<file path="src/rtl/adder_scheduler_pkg.sv">
// Shared types and default timing for the adder scheduler.
// The enum encodes the one-operation-at-a-time issue sequence.
package adder_scheduler_pkg;

   typedef enum logic [1:0] {
      IDLE  = 2'd0,
      ISSUE = 2'd1,
      WAIT  = 2'd2,
      RESP  = 2'd3
   } state_e;

   localparam int DEF_SHORT_CYCLES = 8;
   localparam int DEF_LONG_CYCLES  = 16;
   localparam int DEF_MID_LO       = 14;
   localparam int DEF_MID_HI       = 17;

endpackage

</file>
<file path="src/rtl/adder_scheduler_rr_arbiter.sv">
// Combinational round-robin pick: first active request at or above ptr, with wrap.
// Returns a one-hot grant, its encoded index, and whether any request won.
module rr_arbiter #(
   parameter int NUM_REQ = 4,
   parameter int IDX_W   = $clog2(NUM_REQ)
) (
   input  logic [NUM_REQ-1:0] req,
   input  logic [IDX_W-1:0]   ptr,
   output logic [NUM_REQ-1:0] grant,
   output logic [IDX_W-1:0]   idx,
   output logic               any
);

   logic [IDX_W-1:0] cand;

   always_comb begin
      grant = '0;
      idx   = '0;
      any   = 1'b0;
      cand  = '0;
      for (int i = 0; i < NUM_REQ; i++) begin
         cand = IDX_W'((int'(ptr) + i) % NUM_REQ);
         if (!any && req[cand]) begin
            any         = 1'b1;
            idx         = cand;
            grant[cand] = 1'b1;
         end
      end
   end

endmodule

</file>
<file path="src/rtl/adder_scheduler.sv">
// Round-robin scheduler sharing one dynamic-latency adder; completion is timed
// locally from the operands' middle propagate window instead of the adder's ready.
//
//   state | meaning
//   IDLE  | offer req_ready to the arbitration winner, capture operands on handshake
//   ISSUE | pulse add_start, load latency counter, bump long_count if long
//   WAIT  | count down; at count 1 capture sum/carry
//   RESP  | present result to owner until its resp_ready
module adder_scheduler
   import adder_scheduler_pkg::*;
#(
   parameter int NUM_REQ      = 4,
   parameter int WIDTH        = 32,
   parameter int SHORT_CYCLES = adder_scheduler_pkg::DEF_SHORT_CYCLES,
   parameter int LONG_CYCLES  = adder_scheduler_pkg::DEF_LONG_CYCLES,
   parameter int MID_LO       = adder_scheduler_pkg::DEF_MID_LO,
   parameter int MID_HI       = adder_scheduler_pkg::DEF_MID_HI
) (
   input  logic                     clk,
   input  logic                     reset,
   input  logic [NUM_REQ-1:0]       req_valid,
   output logic [NUM_REQ-1:0]       req_ready,
   input  logic [NUM_REQ*WIDTH-1:0] req_a,
   input  logic [NUM_REQ*WIDTH-1:0] req_b,
   input  logic [NUM_REQ-1:0]       req_cin,
   output logic [WIDTH-1:0]         add_a,
   output logic [WIDTH-1:0]         add_b,
   output logic                     add_cin,
   output logic                     add_start,
   input  logic [WIDTH-1:0]         add_sum,
   input  logic                     add_cout,
   output logic [NUM_REQ-1:0]       resp_valid,
   input  logic [NUM_REQ-1:0]       resp_ready,
   output logic [WIDTH-1:0]         resp_sum,
   output logic                     resp_cout,
   output logic                     busy,
   output logic [15:0]              long_count
);

   localparam int IDX_W = $clog2(NUM_REQ);
   localparam int CNT_W = $clog2(LONG_CYCLES + 1);

   state_e                state, state_nxt;
   logic [IDX_W-1:0]      ptr;
   logic [IDX_W-1:0]      grant_idx;
   logic                  is_long;
   logic [CNT_W-1:0]      cnt;

   logic [NUM_REQ-1:0]    arb_grant;
   logic [IDX_W-1:0]      arb_idx;
   logic                  arb_any;
   logic [WIDTH-1:0]      sel_a;
   logic [WIDTH-1:0]      sel_b;
   logic [MID_HI:MID_LO]  sel_prop;

   rr_arbiter #(
      .NUM_REQ (NUM_REQ),
      .IDX_W   (IDX_W)
   ) u_arb (
      .req   (req_valid),
      .ptr   (ptr),
      .grant (arb_grant),
      .idx   (arb_idx),
      .any   (arb_any)
   );

   assign sel_a    = req_a[int'(arb_idx)*WIDTH +: WIDTH];
   assign sel_b    = req_b[int'(arb_idx)*WIDTH +: WIDTH];
   assign sel_prop = sel_a[MID_HI:MID_LO] ^ sel_b[MID_HI:MID_LO];

   always_ff @(posedge clk or negedge reset) begin
      if (!reset) state <= IDLE;
      else        state <= state_nxt;
   end

   always_comb begin
      state_nxt  = state;
      req_ready  = '0;
      resp_valid = '0;
      add_start  = 1'b0;
      busy       = 1'b1;
      case (state)
         IDLE: begin
            busy      = 1'b0;
            req_ready = arb_grant;
            if (arb_any) state_nxt = ISSUE;
         end
         ISSUE: begin
            add_start = 1'b1;
            state_nxt = WAIT;
         end
         WAIT: begin
            if (cnt == CNT_W'(1)) state_nxt = RESP;
         end
         RESP: begin
            resp_valid = NUM_REQ'(1) << grant_idx;
            if (resp_ready[grant_idx]) state_nxt = IDLE;
         end
         default: state_nxt = IDLE;
      endcase
   end

   always_ff @(posedge clk or negedge reset) begin
      if (!reset) begin
         ptr        <= '0;
         grant_idx  <= '0;
         is_long    <= 1'b0;
         cnt        <= '0;
         add_a      <= '0;
         add_b      <= '0;
         add_cin    <= 1'b0;
         resp_sum   <= '0;
         resp_cout  <= 1'b0;
         long_count <= '0;
      end else begin
         case (state)
            IDLE: begin
               if (arb_any) begin
                  add_a     <= sel_a;
                  add_b     <= sel_b;
                  add_cin   <= req_cin[arb_idx];
                  grant_idx <= arb_idx;
                  is_long   <= &sel_prop;
               end
            end
            ISSUE: begin
               cnt <= is_long ? CNT_W'(LONG_CYCLES) : CNT_W'(SHORT_CYCLES);
               if (is_long && long_count != 16'hFFFF) long_count <= long_count + 16'd1;
            end
            WAIT: begin
               cnt <= cnt - 1'b1;
               if (cnt == CNT_W'(1)) begin
                  resp_sum  <= add_sum;
                  resp_cout <= add_cout;
               end
            end
            RESP: begin
               // pointer moves past the owner only once its result is taken
               if (resp_ready[grant_idx])
                  ptr <= (grant_idx == IDX_W'(NUM_REQ-1)) ? '0 : grant_idx + 1'b1;
            end
            default: ;
         endcase
      end
   end

endmodule

</file>
<file path="config.mk">
export PLATFORM = sky130hd
export DESIGN_NAME = adder_scheduler
export DESIGN_NICKNAME = d
export VERILOG_FILES = /design/src/rtl/adder_scheduler_pkg.sv /design/src/rtl/adder_scheduler_rr_arbiter.sv /design/src/rtl/adder_scheduler.sv
export SDC_FILE = /design/constraint.sdc
export NUM_CORES = 1
export LEC_CHECK = 0
export CORE_AREA = 2 2 168 170
export DETAILED_ROUTE_END_ITERATION = 12
export DIE_AREA = 0 0 170 172
export DONT_BUFFER_PORTS = 1
export SLEW_MARGIN = 10
export SYNTH_ARGS = -nofsm -noshare
export SYNTH_HDL_FRONTEND = slang
export SYNTH_SLANG_ARGS = --single-unit
</file>
<file path="constraint.sdc">
create_clock -name clk -period 3.9 [get_ports clk]
set_clock_uncertainty 0.05 [all_clocks]
set_input_delay 0.39 -clock clk [delete_from_list [all_inputs] [get_ports clk]]
set_output_delay 0.39 -clock clk [all_outputs]
set_load 0.1 [all_outputs]
</file>
[After elaboration in Yosys (flattened, before gate mapping)]
Index checks and enable logic that the tools add are counted.
Word-level totals
  input port bits: 303
  register bits after elaboration: 126
  logic and storage cells: 105
  output and inout port bits: 124
Cells by class
  eq/ne operators: 9
  bitwise logic cells: 4
  order comparisons: 10
  add/sub/neg operators: 6
  reductions and logical operators: 19
  shifts and indexed selects: 3
  mux-type cells: 43
Operators by type and width (count)
  variable part select 128 x 8 -> 32 bit: 2
  2-to-1 mux 4 bit: 6
  less-than comparator 2 x 3 -> 1 bit, second input constant: 6
  adder 16 x 1 -> 16 bit, second input constant: 1
  2-to-1 mux 1 bit: 16
  2-to-1 mux 2 bit: 8
  inequality test 16 bit, second input constant: 1
  binary-select mux 1 bit (select 2 bit): 6
  bitwise OR 4 bit: 3
  one-hot mux 5 bit (2 select lines): 1
  demux 1 bit (select 2 bit): 4
  >= comparator 2 x 1 -> 1 bit, second input constant: 4
  logical AND 1 bit: 8
  one-hot mux 2 bit (4 select lines): 1
  AND reduction 2 bit: 4
  equality test 2 bit, second input constant: 3
  inequality test 2 bit, second input constant: 3
  equality test 5 x 1 -> 1 bit, second input constant: 1
  2-to-1 mux 5 bit: 1
  subtractor 5 x 1 -> 5 bit, second input constant: 1
  adder 2 x 1 -> 2 bit, second input constant: 2
  adder 2 bit, second input constant: 2
  AND reduction 4 bit: 1
  left shift 1 x 2 -> 4 bit, first input constant: 1
  6 further kinds: 8

[Logic depth before layout (Yosys ltp)]
Gate-level depths: netlist of the first run.
  depth after elaboration: 15
  gate-level depth with buffers: 17

[Modules after synthesis]
From an unflattened synthesis of the first run, not the netlist that was laid out.
Unflattened totals
  cells, all modules: 486
  area, all modules: 7333.3 µm²
Modules (own cells, without submodules)
  adder_scheduler: cells an instance 441, area an instance 6914.1 µm², sequential area each 3153.0 µm², instances 1
  rr_arbiter: cells an instance 45, area an instance 419.2 µm², sequential area each 0.0 µm², instances 1

[Worst setup path before layout of the first run]
Ideal clock, no wire load.
  path type: register to output
  start point: register ptr[0]
  end point: output req_ready[0]
  path buffers: 4
  stages on the path, launching flop included: 13
  arrival time: 4183 ps
  data required time: 3460 ps
  path slack: -723 ps
  path through: dfrtp_1 -> buf_4 -> clkbuf_1 -> inv_1 -> clkbuf_1 -> ha_1 -> mux4_2 -> nor2b_4 -> clkbuf_1 -> a22oi_1 -> nor2_1 -> a21oi_1 -> a21oi_1
On the way
  longest elaborated chain between the ends: 13
  elaborated cells between the ends (all ways): 48
  classes of those cells: add/sub: 3; order compare: 8; mux: 24; bitwise: 3; reduce/logical: 10
RTL lines
  start: declaration: line adder_scheduler.sv:44  | logic [IDX_W-1:0] ptr;
  start signal: assignment: line adder_scheduler.sv:140  | ptr <= (grant_idx == IDX_W'(NUM_REQ-1)) ? '0 : grant_idx + 1'b1;
  parallel branches: the longest is 11 deep, another holds less-than comparator 2 x 3 -> 1 bit
  2-to-1 mux 4 bit (*): line adder_scheduler_rr_arbiter.sv:23  | if (!any && req[cand]) begin
  2-to-1 mux 4 bit (*): line adder_scheduler.sv:82  | case (state)
  end: declaration: line adder_scheduler.sv:22  | output logic [NUM_REQ-1:0] req_ready,
Every way passes the cells marked *. The select of a mux whose other input is x is not followed.

[Worst setup path after layout of the first run]
  start point: register ptr[1]
  end point: output req_ready[0]
Same word-level chain as after synthesis.

==> flow_metrics.env, run 1 <==
export IMPL_status="finished, final reports clean"
export IMPL_crit_path_max_fanout=24
export IMPL_clock_latency_ns=0.41
export IMPL_yosysSeqAreaShare=0.397
export IMPL_finalCritPeriodShare=0.868
export IMPL_finalHoldViolCount=0
export IMPL_nFillCells=2868
export IMPL_dieWidth_um=170
export IMPL_area_delta_synth_final_pct=14.2
export IMPL_synth_nets=1342
export IMPL_synth_warning_count=0
export IMPL_max_cap_viol_count=0
export IMPL_setup_viol=0
export IMPL_fmax_mhz=295
export IMPL_synth_edff_count=0
export IMPL_fin_util=0.330
export IMPL_routedWlPerCell_um=18.6
export IMPL_wl_um=25200
export IMPL_grt_pass1_vias=6227
export IMPL_cts_tree="built"
export IMPL_synth_top_flop_cell="dfrtp_1"
export IMPL_via_per_inst=5.20
export IMPL_initial_utilization=0.289
export IMPL_first_pass_iters=4
export IMPL_globalplace_congestion=0.867
export IMPL_synth_seq_cells=126
export IMPL_path_class="reg -> out"
export IMPL_antenna_found_initial=2
export IMPL_coreArea_mm2=0.0275
export IMPL_grt_max_degree=127
export IMPL_async_reset_ff_frac=1.00
export IMPL_setup_tns_ns=0
export IMPL_cp_data_required_time_ns=3.46
export IMPL_ios=427
export IMPL_end_kind="output port"
export IMPL_port_buffers=0
export IMPL_wl_met1_um=10000
export IMPL_final_setup_worst_slack_ns=0.514
export IMPL_grt_pass1_wl_um=35700
export IMPL_wl_met2_um=12400
export IMPL_top_layer_used="met5"
export IMPL_clock_path_buffers=2
export IMPL_rsz0062_at_grt="false"
export IMPL_slew_viol_final=0
export IMPL_grt_overflow=0
export IMPL_ys_types=46
export IMPL_cp_data_arrival_time_ns=2.95
export IMPL_post_place_ws_ns=0.522
export IMPL_syn_inst=1020
export IMPL_fin_crit_ns=3.39
export IMPL_cp_start_kind="flop"
export IMPL_initialDrtViolationCount=347
export IMPL_cts_buffers=17
export IMPL_dr_wl_met3_um=2240
export IMPL_drive_gt1_frac=0.122
export IMPL_synth_avg_cell_area_um2=7.79
export IMPL_cts_sinks=126
export IMPL_cts_max_level=4
export IMPL_drcViolationCount=0
export IMPL_die_area_mm2=0.0292
export IMPL_hold_class="in -> reg"
export IMPL_rows=61
export IMPL_ant_nets=0
export IMPL_vias=7067
export IMPL_syn_area_mm2=0.00794
export IMPL_path_clk_slew_ns=0.07
export IMPL_nNetsFinal=1320
export IMPL_post_place_cells=1323
export IMPL_post_cts_resized=0
export IMPL_tightest_slew_ns=1.13
export IMPL_postCtsSetupBuffers=0
export IMPL_relSlewSlack=0.246
export IMPL_grt_util_all_layers=0.159
export IMPL_finalNonFillerCells=1358
export IMPL_dp_hpwl_um=18800
export IMPL_die_h_um=172
export IMPL_clock_root_buffer="clkbuf_16"
sequential cells by signal, summed over array words and instances (netlist names), 2 cells and up:
register	flops
add_a	32
add_b	32
cnt	5
grant_idx	2
long_count	16
ptr	2
resp_sum	32
state	2
critical path, stage by stage (launching register included):
cell	delay (ns)
dfrtp_1	0.34
inv_1	0.10
ha_1	0.41
mux4_2	0.56
nor2b_4	0.39
a22oi_1	0.13
nor2_1	0.12
a21oi_1	0.08
a21oi_4	0.21
buf_12	0.20
path summary, 6_finish.rpt:
kind	cells after the start	startpoint	slack (ns)	end
min	1	add_sum[25]	0.07	resp_sum[25]
min reg2reg	1	state[0]	0.54	state[0]
max reg2reg	11	ptr[1]	0.55	add_a[23]
max	9	ptr[1]	0.51	req_ready[0]
max in group asynchronous	2	reset	2.71	add_b[26]
min in group asynchronous	2	reset	0.57	resp_sum[6]
per-layer routing:
layer  global-route usage  vias up
li1                     -     3405
met5                    0        -
met2                0.271      347
met4               0.0576        2
met1                0.190     3272
met3               0.0472       41
synth_stat cells, drive strengths merged, types with 2 or more instances:
master | number | area, µm²
a2111oi | 8 | 70.1
a21oi | 11 | 55.1
a22oi | 4 | 30.0
a31oi | 9 | 56.3
and2 | 4 | 25.0
and3 | 3 | 18.8
buf | 31 | 168
clkbuf | 44 | 165
dfrtp | 126 | 3150
ha | 19 | 238
inv | 19 | 71.3
mux2 | 41 | 462
mux2i | 15 | 150
mux4 | 5 | 113
nand2 | 197 | 739
nand3 | 92 | 460
nand3b | 2 | 15.0
nand4 | 4 | 25.0
nor2 | 181 | 679
nor2b | 4 | 32.5
nor3b | 9 | 67.6
o211a | 8 | 80.1
o21ai | 140 | 704
o22ai | 4 | 31.3
o31ai | 2 | 15.0
or3 | 9 | 61.3
xnor2 | 14 | 123
xor2 | 5 | 43.8
placed cells by master, fill, tap and decap left out, types with 2 or more instances in the layout:
cell / n
nand2_1: 197
nor2_1: 181
o21ai_0: 138
dfrtp_1: 126
nand3_1: 92
mux2_2: 41
buf_4: 25
inv_1: 19
ha_1: 19
clkbuf_16: 17
mux2i_1: 15
xnor2_1: 14
nor3b_1: 9
a31oi_1: 9
a2111oi_0: 8
or3_1: 8
o211a_1: 8
inv_6: 8
a21oi_1: 7
buf_12: 7
mux4_2: 5
xor2_1: 5
a22oi_1: 4
a21oi_4: 4
and2_1: 4
nand4_1: 4
nor2b_1: 3
o22ai_1: 3
and3_1: 3
clkinvlp_4: 3
nand3b_1: 2
area by class of cell:
| type | count | area (µm²) | area share |
|---|---|---|---|
| clock buffers | 17 | 425 | 0.0469 |
| repair buffers | 34 | 365 | 0.0403 |
| well taps | 346 | 433 | 0.0478 |
| diodes | 1 | 2.50 | 0.000276 |
| inverters | 19 | 71.3 | 0.00787 |
| flip-flops and latches | 126 | 3150 | 0.348 |
| clock inverters | 15 | 153 | 0.0168 |
| multi-input cells | 800 | 4460 | 0.492 |
through the flow:
step	cell area (µm²)	hold WS, ns
detailed placement	8450	0.0470
floorplan	7990	0.0444
finish	9070	0.0718
global route	9070	0.0447
CTS	9060	0.0458
global placement	8450	0.0469
what timing repair did:
item,CTS,global route
setup endpoints to repair,0,0
endpoints found under the hold margin,126,0
hold buffers,2,0
kinds of logic after synthesis:
| group | after synthesis | synth area share |
|---|---|---|
| AOI/OAI and AO/OA | 191 | 0.138 |
| DFF | 126 | 0.397 |
| and+or+nand+nor | 510 | 0.272 |
| muxes | 61 | 0.0912 |
| adders and majority gates | 19 | 0.0299 |
| xor gates and xnor gates | 19 | 0.0210 |
| buffers and inverters | 94 | 0.0509 |
Power of run 1 is left out: the tool's default activity adds up to more than one toggle a clock period on the data nets, which glitch-free logic cannot reach.
==> inputs of run 2 (changes only) <==
SLEW_MARGIN = 20   (was 10)
==> results of run 2 <==
The final DEF is identical to that of run 1; final timing and power are the same.
Power of run 2 is left out for the same reason.
==> inputs of run 3 (changes only) <==
clock period = 3.35 ns   (was 3.9 ns; I/O delays follow)
==> flow_metrics.env, run 3 (synthesis results as in run 1) <==
export IMPL_status="finished, final reports clean"
export IMPL_layout_commonest_cell="nand2_1"
export IMPL_die_area_mm2=0.0292
export IMPL_cp_top_family="compound AO/OA/AOI/OAI gates"
export IMPL_path_class="reg -> reg"
export IMPL_r2r_end="is_long"
export IMPL_grt_overflow=0
export IMPL_ios=427
export IMPL_fin_util=0.347
export IMPL_drcViolationCount=0
export IMPL_cp_start_kind="flop"
export IMPL_hold_class="in -> reg"
export IMPL_grt_max_degree=127
export IMPL_tightest_slew_ns=1.17
export IMPL_coreArea_mm2=0.0275
export IMPL_crit_start="ptr[0]"
export IMPL_path_clk_slew_ns=0.06
export IMPL_wl_um=25700
export IMPL_first_pass_iters=5
export IMPL_fmax_mhz=312
export IMPL_grt_pass1_wl_um=36300
export IMPL_area_delta_synth_final_pct=20.0
export IMPL_largestRegisters="add_a: 32 flops, add_b: 32 flops, resp_sum: 32 flops"
export IMPL_clock_latency_ns=0.41
export IMPL_crit_buf_inv=3
export IMPL_max_cap_viol_count=0
export IMPL_rsz0062_at_grt="true"
export IMPL_globalplace_congestion=0.896
export IMPL_final_cell_mix="nand2_1, nor2_1, o21ai_0"
export IMPL_vias=7188
export IMPL_dieWidth_um=170
export IMPL_grt_pass1_vias=6420
export IMPL_cts_buffers=17
export IMPL_cts_max_level=4
export IMPL_drive_gt1_frac=0.135
export IMPL_slew_viol_final=0
export IMPL_cts_tree="built"
export IMPL_routedWlPerCell_um=18.3
export IMPL_cp_data_required_time_ns=3.61
export IMPL_crit_path_end="is_long"
export IMPL_dp_hpwl_um=19200
export IMPL_fin_crit_ns=3.21
export IMPL_finalCritPeriodShare=0.957
export IMPL_clock_root_buffer="clkbuf_16"
export IMPL_reg2reg_from="ptr[0]"
export IMPL_grt_util_all_layers=0.163
export IMPL_clock_path_buffers=2
export IMPL_rrSetupSlack_ns=0.14
export IMPL_finalHoldViolCount=0
export IMPL_die_h_um=172
export IMPL_initialDrtViolationCount=411
export IMPL_r2r_cells=11
export IMPL_cpPeakStageDelay_ns=0.46
export IMPL_nNetsFinal=1361
export IMPL_crit_top_cell="buf_4"
export IMPL_cp_data_arrival_time_ns=3.46
export IMPL_end_kind="flop"
export IMPL_cp_cell_sequence="inv_1, ha_4, mux4_2, nor2b_1, buf_4, o21a_1, o22ai_4, buf_4, mux2_2, xor2_1, o41ai_2"
export IMPL_slowest_stage="dfrtp_2"
export IMPL_cts_sinks=126
export IMPL_antenna_found_initial=2
export IMPL_port_buffers=0
export IMPL_via_per_inst=5.13
export IMPL_crit_path_max_fanout=11
export IMPL_ant_nets=0
export IMPL_setup_viol=0
export IMPL_initial_utilization=0.289
export IMPL_path_depth=11
export IMPL_rows=61
export IMPL_relSlewSlack=0.219
==> run 3: per-stage QoR <==
stage / setup TNS [ns] / setup WS [ns] / instance area (µm²) / hold slack, ns / instances
finish: 0 / 0.144 / 9530 / 0.0259 / 1400
global route: -0.00420 / -0.00420 / 9530 / 0.00503 / 1400
detailed placement: -0.0160 / -0.0160 / 8540 / -0.00808 / 1330
CTS: 0 / 0.0540 / 9370 / 0.000316 / 1385
global placement: 0 / 0.156 / 8540 / -0.00821 / 1330
floorplan: 0 / 0.00379 / 8020 / -0.0106 / 1020
==> run 3: repair_timing <==
item / CTS / global route
hold endpoints to repair: 147 / 6
hold buffers: 23 / 6
pin swaps: 0 / 1
gates resized for setup: 1 / 6
buffers inserted: 0 / 7
endpoints found under the setup margin: 4 / 9
==> run 3: how the worst min path moves through the flow <==
stage                     start            to  slack [ns]  cells after the start
floorplan                 reset      add_a[0]       -0.01                      0
global placement          reset  resp_sum[14]      -0.008                      0
detailed placement        reset  resp_sum[13]      -0.008                      0
CTS                 add_sum[30]  resp_sum[30]      0.0003                      1
global route        add_sum[25]  resp_sum[25]       0.005                      1
finish              add_sum[20]  resp_sum[20]        0.03                      1
==> run 3: final cells by class <==
class / count / area, µm²
Antenna cell: 2 / 5.00
Clock buffer: 18 / 439
Clock inverter: 14 / 148
Fill cell: 2829 / 17900
Inverter: 19 / 71.3
Multi-Input combinational cell: 800 / 4490
Sequential cell: 126 / 3150
Tap cell: 346 / 433
Timing Repair Buffer: 75 / 790
==> run 3: per-layer routing <==
layer  up-vias  share of wire  GRT usage
li1       3488              -          -
met1      3326           0.39      0.187
met2       342           0.49      0.277
met3        32          0.093     0.0575
met4         0          0.022     0.0647
met5         -              0          0
Power of run 3 is left out for the same reason.
